### src/rtl/freq_meter_pkg.sv
// Shared types and constants for the gated edge counter and its input conditioner.
package freq_meter_pkg;

  typedef enum logic [1:0] {
    IDLE    = 2'd0,
    MEASURE = 2'd1,
    DONE    = 2'd2
  } fm_state_t;

  // Consecutive equal samples required before the glitch filter accepts a new level
  localparam int FILTER_LEN = 3;

endpackage

### src/rtl/sig_sync_edge.sv
// Synchronizer, optional glitch filter and rising-edge detector for one async input.
// Optional filter is enabled with `define FREQ_METER_FILTER_EN.
module sig_sync_edge
  import freq_meter_pkg::*;
#(
  parameter int SYNC_STAGES = 2
) (
  input  logic clk,
  input  logic rst_n,
  input  logic sig_in,
  output logic rise
);

  logic [SYNC_STAGES-1:0] sync_q, sync_d;
  logic                   synced;

  always_comb begin
    sync_d = {sync_q[SYNC_STAGES-2:0], sig_in};
  end

  assign synced = sync_q[SYNC_STAGES-1];

  always_ff @(posedge clk or negedge rst_n) begin
    if (!rst_n) sync_q <= '0;
    else        sync_q <= sync_d;
  end

`ifdef FREQ_METER_FILTER_EN
  // The filtered level doubles as the history flop, so a rise is flagged
  // in the same cycle the third matching sample arrives.
  logic [FILTER_LEN-2:0] win_q, win_d;
  logic                  filt_q, filt_d;
  logic                  all_hi, all_lo;

  always_comb begin
    win_d  = {win_q[FILTER_LEN-3:0], synced};
    all_hi = synced & (&win_q);
    all_lo = ~synced & ~(|win_q);
    filt_d = filt_q;
    if (all_hi)      filt_d = 1'b1;
    else if (all_lo) filt_d = 1'b0;
  end

  always_ff @(posedge clk or negedge rst_n) begin
    if (!rst_n) begin
      win_q  <= '0;
      filt_q <= 1'b0;
    end else begin
      win_q  <= win_d;
      filt_q <= filt_d;
    end
  end

  assign rise = filt_d & ~filt_q;
`else
  logic hist_q, hist_d;

  always_comb begin
    hist_d = synced;
  end

  always_ff @(posedge clk or negedge rst_n) begin
    if (!rst_n) hist_q <= 1'b0;
    else        hist_q <= hist_d;
  end

  assign rise = synced & ~hist_q;
`endif

endmodule

### src/rtl/freq_meter.sv
// Gated edge counter: counts sig_in rising edges over GATE_CYCLES clk cycles.
// Build option: `define FREQ_METER_FILTER_EN adds a 3-sample glitch filter on sig_in.
module freq_meter
  import freq_meter_pkg::*;
#(
  parameter int GATE_CYCLES = 100_000,
  parameter int CNT_W       = 16,
  parameter int SYNC_STAGES = 2
) (
  input  logic             clk,
  input  logic             rst_n,
  input  logic             sig_in,
  input  logic             start,
  output logic             busy,
  output logic             valid,
  output logic [CNT_W-1:0] edge_count,
  output logic             overflow
);

  localparam int               TMR_W    = $clog2(GATE_CYCLES);
  localparam logic [TMR_W-1:0] TMR_LAST = TMR_W'(GATE_CYCLES - 1);
  localparam logic [CNT_W-1:0] CNT_MAX  = '1;

  logic rise;

  sig_sync_edge #(
    .SYNC_STAGES(SYNC_STAGES)
  ) u_sync (
    .clk   (clk),
    .rst_n (rst_n),
    .sig_in(sig_in),
    .rise  (rise)
  );

  fm_state_t        state_q, state_d;
  logic [TMR_W-1:0] timer_q, timer_d;
  logic [CNT_W-1:0] cnt_q, cnt_d;
  logic             ovf_q, ovf_d;
  logic [CNT_W-1:0] edge_count_q, edge_count_d;
  logic             overflow_q, overflow_d;
  logic             valid_q, valid_d;

  always_comb begin
    state_d      = state_q;
    timer_d      = timer_q;
    cnt_d        = cnt_q;
    ovf_d        = ovf_q;
    edge_count_d = edge_count_q;
    overflow_d   = overflow_q;
    valid_d      = valid_q;
    case (state_q)
      IDLE, DONE: begin
        if (start) begin
          state_d    = MEASURE;
          timer_d    = '0;
          cnt_d      = '0;
          ovf_d      = 1'b0;
          overflow_d = 1'b0;
          valid_d    = 1'b0;
        end else if (state_q == DONE && !valid_q) begin
          // Result is published one cycle after the gate closes
          edge_count_d = cnt_q;
          overflow_d   = ovf_q;
          valid_d      = 1'b1;
        end
      end
      MEASURE: begin
        if (rise) begin
          if (cnt_q == CNT_MAX) ovf_d = 1'b1;
          else                  cnt_d = cnt_q + CNT_W'(1);
        end
        // Timer parks on its last value so it never wraps
        if (timer_q == TMR_LAST) state_d = DONE;
        else                     timer_d = timer_q + TMR_W'(1);
      end
      default: state_d = IDLE;
    endcase
  end

  always_ff @(posedge clk or negedge rst_n) begin
    if (!rst_n) begin
      state_q      <= IDLE;
      timer_q      <= '0;
      cnt_q        <= '0;
      ovf_q        <= 1'b0;
      edge_count_q <= '0;
      overflow_q   <= 1'b0;
      valid_q      <= 1'b0;
    end else begin
      state_q      <= state_d;
      timer_q      <= timer_d;
      cnt_q        <= cnt_d;
      ovf_q        <= ovf_d;
      edge_count_q <= edge_count_d;
      overflow_q   <= overflow_d;
      valid_q      <= valid_d;
    end
  end

  assign busy       = (state_q == MEASURE);
  assign valid      = valid_q;
  assign edge_count = edge_count_q;
  assign overflow   = overflow_q;

endmodule

### config.mk
export PLATFORM = sky130hd
export DESIGN_NAME = freq_meter
export DESIGN_NICKNAME = d
export VERILOG_FILES = /design/src/rtl/freq_meter_pkg.sv /design/src/rtl/sig_sync_edge.sv /design/src/rtl/freq_meter.sv
export SDC_FILE = /design/constraint.sdc
export NUM_CORES = 1
export LEC_CHECK = 0
export ABC_CLOCK_PERIOD_IN_PS = 1800
export CAP_MARGIN = 40
export CORE_UTILIZATION = 37
export CTS_CLUSTER_SIZE = 28
export DETAILED_ROUTE_END_ITERATION = 12
export GPL_ROUTABILITY_DRIVEN = 0
export SKIP_CTS_REPAIR_TIMING = 1
export SLEW_MARGIN = 20
export SYNTH_ARGS = -nofsm -noshare
export SYNTH_HDL_FRONTEND = slang
export SYNTH_SLANG_ARGS = --single-unit
export TNS_END_PERCENT = 100
### constraint.sdc
create_clock -name clk -period 1.8 [get_ports clk]
set_input_delay 0.36 -clock clk [delete_from_list [all_inputs] [get_ports clk]]
set_output_delay 0.36 -clock clk [all_outputs]
set_load 0.02 [all_outputs]
After elaboration in Yosys (flattened, before gate mapping)
Index checks and enable logic that the tools add are counted.
{"block": "classes", "n_eq_ne": 10, "n_mux": 18, "n_addsub": 2, "n_reduce_logical": 12, "bitwise": 3}
{"cell": "$mux W16", "count": 3}
{"cell": "$mux W17", "count": 2}
{"cell": "$pmux W17 S2", "count": 1}
{"cell": "$pmux W16 S2", "count": 1}
{"cell": "$add A17 B1 Y17 const B", "count": 1}
{"cell": "$eq A17 B17 Y1 const B", "count": 1}
{"cell": "$add A16 B1 Y16 const B", "count": 1}
{"cell": "$eq A16 B16 Y1 const B", "count": 1}
{"cell": "$reduce_and A4 Y1", "count": 2}
{"cell": "$mux W1", "count": 7}
{"cell": "$ne A2 B1 Y1 const B", "count": 3}
{"cell": "$ne A2 B2 Y1 const B", "count": 3}
{"cell": "$reduce_and A3 Y1", "count": 2}
{"cell": "$mux W2", "count": 2}
{"cell": "$pmux W2 S2", "count": 1}
{"cell": "$reduce_and A2 Y1", "count": 2}
{"cell": "$reduce_bool A2 Y1", "count": 2}
{"cell": "$eq A2 B1 Y1 const B", "count": 1}
{"cell": "$eq A2 B2 Y1 const B", "count": 1}
{"cell": "$logic_not A2 Y1", "count": 1}
{"cell": "$not A1 Y1", "count": 2}
{"cell": "$pmux W1 S2", "count": 1}
{"cell": "$reduce_or A2 Y1", "count": 1}
{"cell": "$and A1 B1 Y1", "count": 1}
{"cell": "2 further kinds", "count": 2}
{"block": "totals", "output_inout_bits": 19, "in_bits": 4, "regBits": 57}

Logic depth before layout (Yosys ltp)
Gate-level depths: netlist of the first run.
{"block": "depth", "word_depth": 4, "mapped_depth": 7, "mapped_depth_nobuf": 6}

Modules after synthesis
Synthesis of the first run repeated with hierarchy kept, for this count alone.
{"block": "unflattened", "hier_cells": 261, "hier_area_um2": 2701.3}
{"module": "freq_meter", "area_per_inst_um2": 2612.5, "cells_each": 257, "seq_area_each_um2": 1351.3, "instances": 1}
{"module": "sig_sync_edge", "area_per_inst_um2": 88.8, "cells_each": 4, "seq_area_each_um2": 75.1, "instances": 1}

Worst setup path before layout of the first run
Ideal clock, no wire load.
{"block": "synth_path", "kind": "register -> register", "from": "register timer_q[0]", "to": "register timer_q[13]", "slack_ns": 0.054, "setup_ns": 0.078, "stages_incl_launch_ff": 7, "period_less_slack_ns": 1.746, "arrival_time_ns": 1.668, "path_buffers": 0, "cell_sequence": "dfrtp_1 -> ha_1 -> nand4_2 -> nand4b_4 -> nand2_4 -> or4_1 -> a21oi_1"}
{"block": "synth_via", "elab_chain_len": 3, "elab_cells_between_ends": 6, "classes_between": "1 x add/sub; 2 x eq/ne; 2 x mux; 1 x reduce/logical"}
{"element": "start: declaration", "line_no": "freq_meter.sv:36", "source": "logic [TMR_W-1:0] timer_q, timer_d;"}
{"element": "start signal: assignment", "line_no": "freq_meter.sv:91", "source": "timer_q <= timer_d;"}
{"element": "$add A17 B1 Y17 or $eq A17 B17 Y1 (tied branches)", "line_no": "freq_meter.sv:74, freq_meter.sv:73"}
{"element": "$mux W17 or $ne A2 B2 Y1 (tied branches)"}
{"element": "$pmux W17 S2 or $reduce_and A3 Y1 (tied branches)"}
Parallel ways exist; a longest one is shown, timed or not. The select of a mux whose other input is x is not followed.
A chain may end at the register's enable or synchronous reset.

Final worst setup path of the first run
{"block": "layout_path", "from": "register valid_q, in the netlist valid", "to": "output valid"}
{"element": "start: declaration", "line_no": "freq_meter.sv:41", "source": "logic valid_q, valid_d;"}
{"element": "start signal: assignment", "line_no": "freq_meter.sv:96", "source": "valid_q <= valid_d;"}
{"element": "end: declaration", "line_no": "freq_meter.sv:15", "source": "output logic valid,"}
No word-level cell between the ends.

==> run_results.csv, run 1 <==
group,metric,value,unit
worst_setup_path,worst-path-buf-inv,1,
sta,tightest_slew,354.0,ps
placement,hpwl,4.245,mm
detailed_routing,drt_pass1_iterations,4,
sta,fin_worst_skew,9.398,ps
cts,tritoncts,"built",
detailed_routing,drc_errors,0,
worst_setup_path,cp_slowest_stage_delay,630,ps
synth,synth_top_area_cell,"dfrtp_1",
synth,netlist_area,2821,µm²
cts,numCtsBuffers,9,
worst_setup_path,cp_top_family,"buffers and inverters",
power,p_per_area,1061,nW/µm²
final_layout,layout.nets,325,
floorplanning,die_area,7979,µm²
worst_setup_path,crit_fanout,4,
synth,ys_ff_latch,57,
floorplanning,rows,31,
min_path,holdCritPathClass,"input pin to async pin",
synth,synthTopCellsByArea,"dfrtp_1, mux2_2, o21ai_0",
detailed_routing,vias,2235,
worst_setup_path,cp-start-kind,"flop",
final_layout,n_antenna_cell,0,
final_layout,final_area,3656,µm²
grt,grt_start_max_net_pins,58,
cts,cts.path.max_buffers,2,
worst_setup_path,slowest_stage,"clkdlybuf4s50_1",
synth,synth_edf_count,0,
job,drv_cap,0,
detailed_routing,drtAntennaViolNets,0,
sta,setup_viol,0,
sta,min_period_over_period,95.77,%
floorplanning,io_pins,23,
floorplanning,die_x,89.33,µm
sta,clock.fmax,580.1,MHz
worst_setup_path,path_class,"flop to primary output",
grt,grt_pass1_vias,2038,
detailed_routing,wl,6.188,mm
floorplanning,die_h,89.33,µm
sta,hold_viol,0,
cts,h-tree-depth,3,
worst_setup_path,end_kind,"primary output",
synth,ys_warn_count,0,
worst_setup_path,cp.arrival,1360,ps
placement,dpl-instance-area,3369,µm²
floorplanning,core-area,7331,µm²
cts,root_buffer,"clkbuf_8",
synth,synthCells,260,
synth,synth_top_area_share,50.55,%
power,peakVddDrop,410.4,µV
final_layout,fillers,653,
cts,clk_pin_slew_worst_paths,70,ps
grt,antenna_found_initial,0,
detailed_routing,vias_per_cell,5.284,
grt,grt_usage,17.23,%
run_status,status,"finished, final reports clean",
sta,slew_viol_final,0,
worst_setup_path,path_cells,"clkdlybuf4s50_1",
placement,io_buffers,22,
worst_setup_path,crit_required,1440,ps
cts,cts_sinks,57,
detailed_routing,wl_per_cell,14.63,µm
synth,synth.distinct_cells,56,
synth,avgSynthCellArea,10.85,µm²
synth,synthFlopType,"dfrtp_1",
grt,grt_overflow,0,
sta,post-route-min-period,1724,ps
synth,synth_most_common_cell,"dfrtp_1",
synth,syn_nets,266,
grt,grt_pass1_wl,10.28,mm
synth,seq_area_frac_synth,50.55,%
power,power_leakage,1.605,nW
detailed_routing,first_iter_violations,147,
floorplanning,initial_core_util,38.49,%
cts,worstSkewPairLatency,340,ps
synth,synth_commonest_cells,"dfrtp_1, nand2_1, o21ai_0",
sta,grt_setup_unrepaired,"no",
final_layout,area_delta_synth_final,29.58,%
synth,async_flop_share,100.0,%
final_layout,drive_above_1_share,28.70,%
sta,max_slew_margin,76.19,%
sta,fin_hold_ws,18.54,ps
-- cells by family after synthesis --
kind of cell             Yosys count  share of synthesized area [%]
flip-flops                        57                          50.55
multiplexers                      21                          8.204
adder cells (fa/ha/maj)            2                         0.8868
buffers and inverters             13                          2.128
AO/OA/AOI/OAI                     60                          13.70
XOR/XNOR                           5                          1.552
AND/OR/NAND/NOR                  102                          22.97
-- state kept, by name (all words and copies together) (netlist names) --
| register | count |
|---|---|
| cnt_q | 16 |
| edge_count | 16 |
| overflow | 1 |
| ovf_q | 1 |
| state_q | 2 |
| timer_q | 17 |
| u_sync.hist_q | 1 |
| u_sync.sync_q | 2 |
| valid | 1 |
-- worst paths after layout --
| check | start | end | cells past startpoint | slack [ps] |
|---|---|---|---|---|
| worst min register to register | u_sync.sync_q[0] | u_sync.sync_q[1] | 0 | 360 |
| worst min-delay path | rst_n | edge_count[6] | 2 | 20 |
| max in group asynchronous | rst_n | timer_q[1] | 2 | 1510 |
| min in group clk | u_sync.sync_q[0] | u_sync.sync_q[1] | 0 | 360 |
| worst max-delay path | valid | valid | 1 | 80 |
| worst max register to register | timer_q[1] | timer_q[13] | 6 | 100 |
-- layer usage --
| layer | track usage (%) | wire [µm] |
|---|---|---|
| met3 | 2.955 | 170 |
| met2 | 24.29 | 2643 |
| met1 | 25.49 | 3239 |
| met4 | 8.225 | 135 |
| met5 | 0 | 0 |
-- report_power, final --
group	switching, mW	internal [mW]
sequential	0.238	1.48
combinational	0.455	0.415
clock	0.516	0.772
total	1.21	2.67
-- cells in the final DEF, fill, tap and decap left out, types with 2 or more instances in the layout --
master            n
nand2_1          19
and2_1            2
nand2b_1          3
dfrtp_2           3
o21a_1            2
clkbuf_8          9
or2_2             2
a31oi_1           7
o41ai_1           3
clkdlybuf4s50_1  20
mux2_2           17
nand2_2           2
o31ai_1           5
buf_12            2
o21ai_0          18
mux2i_1           4
clkinvlp_4        2
nand3_1          17
bufinv_16         2
and4_1            4
and3_1            2
a21oi_1          11
a21o_1            2
nand4_1          11
or4_1             2
dfrtp_1          54
nor2b_1           2
xor2_1            4
clkinv_2          3
nor2_1           17
nor3_1            4
nor4bb_4          2
o211ai_1          3
buf_4            34
-- per-stage QoR --
step / power [mW] / utilization [%] / instances / setup WS [ps] / setup TNS (ps)
2_1_floorplan: 2.180 / - / 260 / 54.00 / 0
3_3_place_gp: 2.535 / 45.96 / 402 / -63.37 / -982.5
5_1_grt: 4.098 / 49.87 / 423 / 2.075 / 0
6_report: 3.880 / 49.87 / 423 / 76.13 / 0
3_5_place_dp: 2.549 / 45.96 / 402 / -78.60 / -1071
4_1_cts: 3.843 / 48.83 / 418 / -285.8 / -285.8
-- cell type report --
class / instances / area, µm² / share of cell area [%]
Tap cell: 99 / 123.9 / 3.388
Clock inverter: 6 / 82.58 / 2.259
Sequential cell: 57 / 1430 / 39.12
Inverter: 3 / 15.01 / 0.4107
Clock buffer: 10 / 127.6 / 3.491
Multi-Input combinational cell: 190 / 1364 / 37.30
Timing Repair Buffer: 58 / 513.0 / 14.03
No activity file was read; power rests on OpenSTA's default activity.
==> inputs of run 2 (changes only) <==
CTS_CLUSTER_DIAMETER = 200   (was default)
GPL_ROUTABILITY_DRIVEN = default   (was 0)
==> results of run 2 <==
No change in the layout: final DEF, timing and power equal those of run 1.
==> inputs of run 3 (changes only) <==
CORE_UTILIZATION = 52   (was 37)
PLACE_DENSITY = 0.75   (was default)
==> run 3 against run 2 <==
Effect of this change: hold slack better by 6.8 ps; global-route usage is 6.6 points higher; critical path type unchanged; power about the same; clock power about the same; largest cell class unchanged.
==> run_results.csv, run 3 (same netlist as run 1, synthesis figures left out) <==
group,metric,value,unit
run_status,status,"finished, final reports clean",
power,p_per_area,1073,nW/µm²
sta,clock.fmax,588.4,MHz
sta,fin_tns_setup,0,ps
worst_setup_path,rr_worst_depth,6,
worst_setup_path,worst-path-buf-inv,1,
cts,tritoncts,"built",
cts,numCtsBuffers,9,
worst_setup_path,cp_top_family,"buffers and inverters",
worst_setup_path,rrSetupSlack,100,ps
power,peakVddDrop,1195,µV
final_layout,drive_above_1_share,28.97,%
floorplanning,die_h,75.66,µm
detailed_routing,wl,6.395,mm
detailed_routing,first_iter_violations,199,
cts,clk_pin_slew_worst_paths,70,ps
worst_setup_path,path_class,"flop to primary output",
detailed_routing,drc_errors,0,
cts,cts_sinks,57,
detailed_routing,wl_per_cell,16.36,µm
worst_setup_path,cp-start-kind,"flop",
worst_setup_path,slowest_stage,"clkdlybuf4s50_1",
grt,grt_overflow,0,
job,drv_cap,0,
cts,cts.path.max_buffers,2,
final_layout,final_common_cell,"dfrtp_1",
cts,h-tree-depth,3,
power,p_total,3.882,mW
sta,max_slew_margin,78.27,%
final_layout,mostFrequentLayoutCells,"dfrtp_1, buf_4, clkdlybuf4s50_1, nand2_1, o21ai_0",
final_layout,top_register,"timer_q",
worst_setup_path,crit_fanout,4,
cts,root_buffer,"clkbuf_8",
grt,grt_usage,23.87,%
grt,grt_pass1_wl,9.908,mm
floorplanning,die_x,75.66,µm
sta,fin_worst_skew,7.372,ps
worst_setup_path,cp_slowest_stage_delay,620,ps
grt,antenna_found_initial,0,
placement,place_inst,372,
floorplanning,rows,26,
worst_setup_path,path_cells,"clkdlybuf4s50_1",
sta,post-route-min-period,1700,ps
final_layout,largest_register_ffs,17,
placement,io_buffers,22,
grt,grt_use_met2,33.13,%
placement,gp_congestion,0.8601,
detailed_routing,drtAntennaViolNets,0,
worst_setup_path,cp-startpoint,"valid",
worst_setup_path,rr_endpoint,"timer_q[15]",
floorplanning,core-area,5172,µm²
final_layout,layout.nets,322,
worst_setup_path,end_kind,"primary output",
cts,worstSkewPairLatency,330,ps
grt,grt_pass1_vias,2017,
sta,hold_viol,0,
grt,met3_usage,4.365,%
min_path,holdCritPathClass,"input pin to async pin",
grt,busiest_layer,"met1",
sta,slew_viol_final,0,
sta,tightest_slew,324.8,ps
placement,hpwl,4.050,mm
final_layout,instances_no_fill,391,
worst_setup_path,crit_required,1440,ps
grt,grt_start_max_net_pins,58,
worst_setup_path,cp.arrival,1340,ps
detailed_routing,vias,2311,
final_layout,fillers,379,
floorplanning,initial_core_util,54.55,%
final_layout,area_delta_synth_final,28.25,%
detailed_routing,drt_pass1_iterations,5,
detailed_routing,vias_per_cell,5.910,
worst_setup_path,regToRegStartpoint,"timer_q[12]",
grt,gr-usage-met1,36.22,%
sta,setup_viol,0,
power,power_leakage,1.591,nW
floorplanning,die_area,5724,µm²
floorplanning,io_pins,23,
final_layout,n_antenna_cell,0,
placement,dpl-instance-area,3326,µm²
final_layout,final_area,3618,µm²
sta,min_period_over_period,94.42,%
sta,fin_hold_ws,25.37,ps
## run 3: power by group
group          internal (mW)  switching, mW
logic                  0.430          0.480
registers               1.48          0.233
clock network          0.750          0.509
total                   2.66           1.22
## run 3: cell type report
type / count / area [µm²] / share of cell area, %
clock buffers: 12 / 165.2 / 4.564
clock inverters: 4 / 50.05 / 1.383
inverters: 3 / 15.01 / 0.4149
multi-input cells: 190 / 1383 / 38.21
flip-flops and latches: 57 / 1428 / 39.45
well taps: 70 / 87.58 / 2.420
repair buffers: 55 / 490.5 / 13.55
## run 3: worst max path at each step
stage,slack (ps),cells after the start,end
final,100,1,valid
after global routing,-9,6,timer_q[13]
after CTS,-240,3,busy
after detailed placement,-20,6,cnt_q[7]
after global placement,-30,6,cnt_q[7]
after floorplan,50,6,timer_q[13]
## run 3: layer usage
layer | wire, µm | share of wire [%]
met5 | 0 | 0
met4 | 116 | 1.8
met3 | 355 | 5.6
met2 | 2848 | 45
met1 | 3074 | 48
## run 3: stage by stage
stage / setup slack (ps) / utilization (%)
after floorplan: 54.00 / -
after detailed placement: -17.14 / 64.30
after global routing: -9.380 / 69.96
after global placement: -28.23 / 64.30
final: 100.4 / 69.96
after CTS: -242.3 / 68.46
